**src/rtl/eth_pkg.sv**
```systemverilog
// Shared Ethernet header types, ethertype constants and classification helper.
package eth_pkg;

  typedef enum logic [1:0] {
    ClsOther = 2'd0,
    ClsIpv4  = 2'd1,
    ClsArp   = 2'd2,
    ClsIpv6  = 2'd3
  } eth_class_t;

  localparam logic [15:0] ETHTYPE_IPV4 = 16'h0800;
  localparam logic [15:0] ETHTYPE_ARP  = 16'h0806;
  localparam logic [15:0] ETHTYPE_IPV6 = 16'h86DD;
  localparam logic [15:0] ETHTYPE_VLAN = 16'h8100;

  localparam int unsigned ETH_HDR_LEN      = 14;
  localparam int unsigned ETH_VLAN_HDR_LEN = 18;

  typedef struct packed {
    logic [47:0] mac_dst;
    logic [47:0] mac_src;
    logic [15:0] eth_type;
    eth_class_t  cls;
    logic        vlan_valid;
    logic [11:0] vlan_id;
    logic        err_runt;
  } eth_hdr_t;

  function automatic eth_class_t eth_classify(input logic [15:0] eth_type);
    case (eth_type)
      ETHTYPE_IPV4: return ClsIpv4;
      ETHTYPE_ARP:  return ClsArp;
      ETHTYPE_IPV6: return ClsIpv6;
      default:      return ClsOther;
    endcase
  endfunction

endpackage

```
**src/rtl/sat_counter.sv**
```systemverilog
// Event counter that sticks at all-ones instead of wrapping.
module sat_counter #(
  parameter int unsigned CNT_W = 32
) (
  input  logic             clk_i,
  input  logic             rst_i,
  input  logic             inc_i,
  output logic [CNT_W-1:0] count_o
);

  logic [CNT_W-1:0] count_q;

  always_ff @(posedge clk_i or posedge rst_i) begin
    if (rst_i) begin
      count_q <= '0;
    end else if (inc_i && (count_q != '1)) begin
      count_q <= count_q + 1'b1;
    end
  end

  assign count_o = count_q;

endmodule

```
**src/rtl/eth_hdr_parser.sv**
```systemverilog
// Streaming Ethernet II header parser with per-class frame counters.
// Define ETH_HDR_PARSER_VLAN_EN to parse one 802.1Q tag (18-byte header).
module eth_hdr_parser
  import eth_pkg::*;
#(
  parameter int unsigned DATA_W = 8,
  parameter int unsigned CNT_W  = 32
) (
  input  logic              main_clk,
  input  logic              main_rst,
  input  logic [DATA_W-1:0] s_data,
  input  logic              s_valid,
  output logic              s_ready,
  input  logic              s_last,
  output logic              m_hdr_valid,
  input  logic              m_hdr_ready,
  output logic [47:0]       m_mac_dst,
  output logic [47:0]       m_mac_src,
  output logic [15:0]       m_eth_type,
  output logic [1:0]        m_class,
  output logic              m_vlan_valid,
  output logic [11:0]       m_vlan_id,
  output logic              m_err_runt,
  output logic [CNT_W-1:0]  m_cnt_ipv4,
  output logic [CNT_W-1:0]  m_cnt_other
);

  localparam int unsigned Bytes = DATA_W / 8;

  typedef enum logic [1:0] {StHdr, StOut, StDrain} state_t;

  state_t      state_q, state_d;
  logic [4:0]  idx_q, idx_d, new_idx;
  logic        last_q, last_d;
  logic [7:0]  hdr_q [ETH_VLAN_HDR_LEN];
  logic [7:0]  hdr_d [ETH_VLAN_HDR_LEN];
  eth_hdr_t    rec_q, rec_d;
  logic        hdr_beat, hdr_done, hdr_end, is_vlan, hs;
  logic [15:0] outer_type;

  assign s_ready     = (state_q != StOut);
  assign m_hdr_valid = (state_q == StOut);
  assign hdr_beat    = s_valid && (state_q == StHdr);
  assign hs          = m_hdr_valid && m_hdr_ready;
  assign new_idx     = idx_q + 5'(Bytes);

  // Header buffer with the current beat merged in; bytes past the buffer are dropped.
  always_comb begin
    hdr_d = hdr_q;
    if (hdr_beat) begin
      for (int k = 0; k < int'(Bytes); k++) begin
        if (int'(idx_q) + k < int'(ETH_VLAN_HDR_LEN)) begin
          hdr_d[idx_q + 5'(k)] = s_data[DATA_W-1-8*k -: 8];
        end
      end
    end
  end

  assign outer_type = {hdr_d[12], hdr_d[13]};

`ifdef ETH_HDR_PARSER_VLAN_EN
  assign is_vlan = (new_idx >= 5'(ETH_HDR_LEN)) && (outer_type == ETHTYPE_VLAN);
`else
  assign is_vlan = 1'b0;
`endif

  assign hdr_done = new_idx >= (is_vlan ? 5'(ETH_VLAN_HDR_LEN) : 5'(ETH_HDR_LEN));
  assign hdr_end  = hdr_beat && (hdr_done || s_last);

  always_comb begin
    rec_d = rec_q;
    if (hdr_end) begin
      rec_d.mac_dst    = {hdr_d[0], hdr_d[1], hdr_d[2], hdr_d[3], hdr_d[4], hdr_d[5]};
      rec_d.mac_src    = {hdr_d[6], hdr_d[7], hdr_d[8], hdr_d[9], hdr_d[10], hdr_d[11]};
      rec_d.eth_type   = is_vlan ? {hdr_d[16], hdr_d[17]} : outer_type;
      rec_d.cls        = hdr_done ? eth_classify(rec_d.eth_type) : ClsOther;
      rec_d.vlan_valid = is_vlan;
      rec_d.vlan_id    = is_vlan ? {hdr_d[14][3:0], hdr_d[15]} : 12'h000;
      rec_d.err_runt   = !hdr_done;
    end
  end

  always_comb begin
    state_d = state_q;
    idx_d   = idx_q;
    last_d  = last_q;
    case (state_q)
      StHdr: begin
        if (hdr_end) begin
          state_d = StOut;
          idx_d   = '0;
          last_d  = s_last;
        end else if (hdr_beat) begin
          idx_d = new_idx;
        end
      end
      StOut: begin
        if (m_hdr_ready) begin
          state_d = last_q ? StHdr : StDrain;
        end
      end
      StDrain: begin
        if (s_valid && s_last) begin
          state_d = StHdr;
        end
      end
      default: state_d = StHdr;
    endcase
  end

  always_ff @(posedge main_clk or posedge main_rst) begin
    if (main_rst) begin
      state_q <= StHdr;
      idx_q   <= '0;
      last_q  <= 1'b0;
      hdr_q   <= '{default: 8'h00};
      rec_q   <= '0;
    end else begin
      state_q <= state_d;
      idx_q   <= idx_d;
      last_q  <= last_d;
      rec_q   <= rec_d;
      // Clearing at header end keeps uncaptured runt fields at zero for the next frame.
      if (hdr_end) begin
        hdr_q <= '{default: 8'h00};
      end else begin
        hdr_q <= hdr_d;
      end
    end
  end

  assign m_mac_dst    = rec_q.mac_dst;
  assign m_mac_src    = rec_q.mac_src;
  assign m_eth_type   = rec_q.eth_type;
  assign m_class      = rec_q.cls;
  assign m_vlan_valid = rec_q.vlan_valid;
  assign m_vlan_id    = rec_q.vlan_id;
  assign m_err_runt   = rec_q.err_runt;

  logic inc_ipv4, inc_other;
  assign inc_ipv4  = hs && (rec_q.cls == ClsIpv4);
  assign inc_other = hs && (rec_q.cls != ClsIpv4);

  sat_counter #(.CNT_W(CNT_W)) u_cnt_ipv4 (
    .clk_i  (main_clk),
    .rst_i  (main_rst),
    .inc_i  (inc_ipv4),
    .count_o(m_cnt_ipv4)
  );

  sat_counter #(.CNT_W(CNT_W)) u_cnt_other (
    .clk_i  (main_clk),
    .rst_i  (main_rst),
    .inc_i  (inc_other),
    .count_o(m_cnt_other)
  );

endmodule

```
**config.mk**
```make
export PLATFORM = sky130hd
export DESIGN_NAME = eth_hdr_parser
export DESIGN_NICKNAME = d
export VERILOG_FILES = /design/src/rtl/eth_pkg.sv /design/src/rtl/sat_counter.sv /design/src/rtl/eth_hdr_parser.sv
export SDC_FILE = /design/constraint.sdc
export NUM_CORES = 1
export LEC_CHECK = 0
export BUFFER_PORTS_ARGS = -buffer_cell sky130_fd_sc_hd__buf_2
export CAP_MARGIN = 20
export CORE_MARGIN = 2
export CORE_UTILIZATION = 60
export CTS_CLUSTER_SIZE = 8
export DETAILED_ROUTE_END_ITERATION = 10
export GPL_TIMING_DRIVEN = 0
export PLACE_DENSITY_LB_ADDON = 0.1
export SLEW_MARGIN = 5
export SYNTH_ARGS = -nofsm -noshare
export SYNTH_HDL_FRONTEND = slang
export SYNTH_HIERARCHICAL = 1
export SYNTH_SLANG_ARGS = --single-unit
```
**constraint.sdc**
```tcl
create_clock -name main_clk -period 22 [get_ports main_clk]
set_input_delay 2.2 -clock main_clk [delete_from_list [all_inputs] [get_ports main_clk]]
set_output_delay 2.2 -clock main_clk [all_outputs]
set_load 0.02 [all_outputs]
```
---- After elaboration in Yosys (flattened, before gate mapping) ----
Index checks and enable logic that the tools add are counted.
cells by class
  add/subtract/negate cells ............... 3
  multiplexer cells ....................... 15
  reduce and logical (&&, ||, !) cells .... 18
  bitwise gates (word level) .............. 1
  equal/unequal tests ..................... 13
  $lt $le $gt $ge ......................... 4
operators by type and width
  cell                                                                     count
  144-bit two-way mux                                                      3
  144-bit bitwise mux                                                      1
  32-bit by 1-bit adder with 32-bit output, second input constant          2
  32-bit inequality test, second input constant                            2
  8-bit demux with 5-bit select                                            1
  16-bit by 12-bit == test with 1-bit output, second input constant        2
  16-bit == test, second input constant                                    1
  2-bit one-hot mux with 3 select lines                                    2
  2-bit two-way mux                                                        5
  5-bit two-way mux                                                        2
  1-bit logical AND                                                        9
  8-bit two-way mux                                                        1
  6-bit >= comparator, second input constant                               1
  6-bit by 1-bit < comparator with 1-bit output, second input constant     1
  2-bit by 1-bit inequality test with 1-bit output, second input constant  3
  5-bit inverter with 6-bit output                                         1
  2-bit AND reduction                                                      3
  5-bit by 1-bit adder with 5-bit output, second input constant            1
  5-bit by 4-bit >= comparator with 1-bit output, second input constant    1
  5-bit < comparator, second input constant                                1
  2-bit by 1-bit == test with 1-bit output, second input constant          2
  2-bit inequality test, second input constant                             2
  2-bit nonzero test                                                       2
  3-bit AND reduction                                                      1
  other kinds (4)                                                          4
storage, ports and cells
  register bits after elaboration ......... 331
  word-level logic and storage cells ...... 82
  output and inout port bits .............. 194
  input port bits ......................... 13

---- Depth between registers and ports, before layout ----
  word-level depth ........................ 11
  depth in mapped cells ................... 10
  depth with buffers taken out ............ 9

---- By module ----
Netlist, hierarchy kept.
by module, submodules not included
  module          cells each  times used  sequential area each (um2)  area each (um2)
  eth_hdr_parser  826         1           5,880.6                     10,443.8
  sat_counter     139         2           800.8                       1,561.5

---- Worst setup path before layout ----
Ideal clock, no wire load.
  path kind ............................... in2reg
  from .................................... in m_hdr_ready
  to ...................................... reg u_cnt_ipv4.count_q[21], in the netlist u_cnt_ipv4/count_o[21]
  setup slack ............................. 18,002 ps
  cell stages on the path ................. 8
  data arrival time ....................... 3,867 ps
  data required time ...................... 21,870 ps
  path buffers ............................ 1
  library setup time ...................... 130 ps
  cells stage by stage .................... nand2_1 > nor3b_1 > clkbuf_2 > nand3_1 > or4_4 > a311oi_4 > nand4_1 > xnor2_1
between the ends
  word-level cells in the longest chain between the ends .. 3
ends and longest elaborated chain
  element               RTL line               text
  start, declared       eth_hdr_parser.sv:16   input logic m_hdr_ready,
  1-bit logical AND     eth_hdr_parser.sv:44   assign hs = m_hdr_valid && m_hdr_ready;
  1-bit logical AND     eth_hdr_parser.sv:141  assign inc_ipv4 = hs && (rec_q.cls == ClsIpv4);
  net inc_ipv4          eth_hdr_parser.sv:140  logic inc_ipv4, inc_other;
  1-bit logical AND     sat_counter.sv:16      end else if (inc_i && (count_q != '1)) begin
  end signal, assigned  sat_counter.sv:17      count_q <= count_q + 1'b1;
  end, declared         sat_counter.sv:11      logic [CNT_W-1:0] count_q;
The timed path passes the listed nets, and every way through them passes these cells.
A chain may end at the register's enable or synchronous reset.

---- Worst setup path in the final report ----
Ends and elaborated chain as after synthesis.

==> run metrics <==
status=finished clean; DP Area=15000 µm²; Leakage=8.26 nW; Worst Path Arrival=4.30 ns; buffer count from post-CTS setup fixing=0; Post-Synth XOR/XNOR Area=3.74%; synthesized area=13600 µm²; mux contribution to synthesized area=13.3%; complex-gate fraction of the synthesized area=7.86%; Via density=5.76; synthesized area per cell=12.3 µm²; Worst-Margin Slew=0.910 ns; grt ovf=0; Worst setup SP type=input pin; initial core utilization=60.5%; Worst Hold Class=reg2reg; largest cells by area after synthesis=dfrtp_1 55%, mux2_2 8.4%, o21ai_0 5.0%; required time worst endpoint=roughly 22 ns; crit path max fanout=10; Final Instance Area=16200 µm²; Setup TNS=0 ns; Core Region=22400 µm²; WL final=31800 µm; min Tclk post-route=3.90 ns; Main synth FF type=dfrtp_1; slew margin rel.=39.3%; Post-Synth Adder-Cell Area=0.553%; Fmax achieved=256 MHz; largest net degree at the start of global routing=91; Initial DRT Pass Iterations=5; Post-Synthesis Cells=between 1000 and 1500; Max Cap Viol=0; EDFF count, synth=0; wire per inst=approximately 19 µm; vias in the first global route=9414; commonest non-fill, non-tap cells in the layout=299 x dfrtp_1, 201 x buf_2, 136 x o21ai_0; vias post-DR=9436; first-pass GRT wire length=51000 µm; period utilization=between 10% and 20%; PostCTS Resize Cnt=0; row count=55; Layout Skew=0.0167 ns; largest family of logic cells by synthesized area=simple AND/OR/NAND/NOR gates; Crit Path Category=in2reg; Initial DRC Count=512; hold_buf cts=0; die width=154 µm; most common cell after layout, fill and taps aside=dfrtp_1; met3 global-route usage=around 4.3%; DR DRC count=0; Setup crit end kind=flop; Yosys top cell area share=55.2%; IO Port Bufs=186; initial antenna violation count=0; CTS Buf Count=43; CTS root buffer=clkbuf_16; Pwr per Cell Area=92.0 nW/µm²; YS warnings=6; Max IR drop VDD=91.1 µV; FF+latch count, synth=approximately 300; Layout area overhead=19.0%; fin nets=1370; routing usage on met1=37.2%; fill count=between 1500 and 2000; layout cells sized above 1=34.6%; CTS tree=yes; GRT Resource Usage Total=a little over a quarter; die area=23800 µm²; register area share after synthesis=55.2%; Ant. Diodes=0; Post-DP HPWL=21100 µm; Async SR Flop Fraction=100%; Tot Pwr=1.49 mW; Clock transition at path regs=0.05 ns; Max Buffers Root-to-Sink=3; final setup fails=0; most crowded layer after global routing=met2; H-tree depth=2; RSZ-0062 raised after global routing=no; Die Height=154 µm; IO Count=207; Synth cell types=67; Hold Vio Cnt, Final=0; GR Util met2=44.7%; post-detailed-route count of antenna-violating nets=0; final-report max-slew violation count=0; Synth Area in Simple Gates=15.3%; CTS Sinks=299; Synth area leader=dfrtp_1; Clock Latency Late Sink=0.53 ns; Final GP Congestion=0.870
[worst max-delay path, cell delays in order]
cell and delay [ns]:
buf_2 0.10, nand2_1 0.07, nor3b_1 0.24, clkbuf_2 0.23
nand3_1 0.12, or4_4 0.44, a311oi_4 0.54, nand4_1 0.19
xnor2_1 0.16
[worst paths after layout]
check	slack [ns]	to	start	cells after the start
worst max register to register	19.14	u_cnt_ipv4/count_o[21]	state_q[1]	10
worst min register to register	0.47	last_q	last_q	1
max in group asynchronous	19.48	hdr_q[105]	main_rst	3
worst min-delay path	0.47	last_q	last_q	1
min in group asynchronous	1.73	m_eth_type[10]	main_rst	2
worst max-delay path	18.10	u_cnt_ipv4/count_o[21]	m_hdr_ready	9
[per-stage QoR]
| step | cells | hold slack [ns] | worst slack (ns) | util (%) |
|---|---|---|---|---|
| detailed placement | 1591 | 0.461 | 17.54 | 66.9 |
| finish | 1638 | 0.469 | 18.10 | 72.0 |
| floorplan | 1116 | 0.440 | 13.35 | - |
| CTS | 1638 | 0.472 | 18.09 | 72.0 |
| global placement | 1587 | 0.459 | 10.72 | 66.4 |
| global route | 1638 | 0.499 | 17.95 | 72.0 |
[synthesized netlist by cell type, types with 3 or more instances]
master and n:
a21oi_1 7, a31oi_1 6, a41oi_1 4, and2_1 51, and3_1 22, buf_1 5
buf_12 4, buf_2 15, buf_4 17, buf_6 6, clkbuf_1 30, clkbuf_2 6
dfrtp_1 299, ha_1 6, inv_1 11, mux2_2 101, mux2i_1 66, nand2_1 23
nand2_2 8, nand3_1 51, nand3_2 5, nand3b_1 3, nand4_1 21, nand4b_1 5
nor2_1 35, nor2_4 43, nor3_1 5, nor4_1 5, o21ai_0 136, xnor2_1 52
xor2_1 4
[sequential cells by signal, indices dropped and copies added (netlist names), 5 cells and up]
name	count
m_mac_dst	48
idx_q	5
u_cnt_ipv4/count_o	32
m_mac_src	48
hdr_q	112
m_eth_type	16
u_cnt_other/count_o	32
[layout make-up]
type                       instances  area (µm²)  area share (%)
clock buffer                      44        1100            6.82
multi-input combinational        723        5580            34.5
buffer                            83         512            3.17
inverter                          11        48.8           0.302
clock inverter                     3        32.5           0.201
sequential                       299        7480            46.3
tap                              285         357            2.21
timing repair buffer             190        1040            6.45
[cells by family (layout without fill, tap and decap cells)]
kind of cell               count (synthesis)  after routing
AOI/OAI and AO/OA                        175            175
xor gates and xnor gates                  57             57
adders and majority gates                  6              6
buffers and inverters                     94            331
DFF                                      299            299
muxes                                    167            167
other                                      1             13
and+or+nand+nor                          305            305
[report_power, final]
part,switching (mW),leakage [nW],internal (mW)
registers,0.0316,4.12,0.612
logic,0.158,3.59,0.110
clock network,0.224,0.554,0.350
total,0.414,8.26,1.07
[per-layer routing]
layer | part of all wire [%] | vias up
li1 | - | 4329
met1 | 44 | 4764
met2 | 49 | 281
met3 | 5.3 | 62
met4 | 2.2 | 0
met5 | 0 | -
No activity file was read; power rests on OpenSTA's default activity.
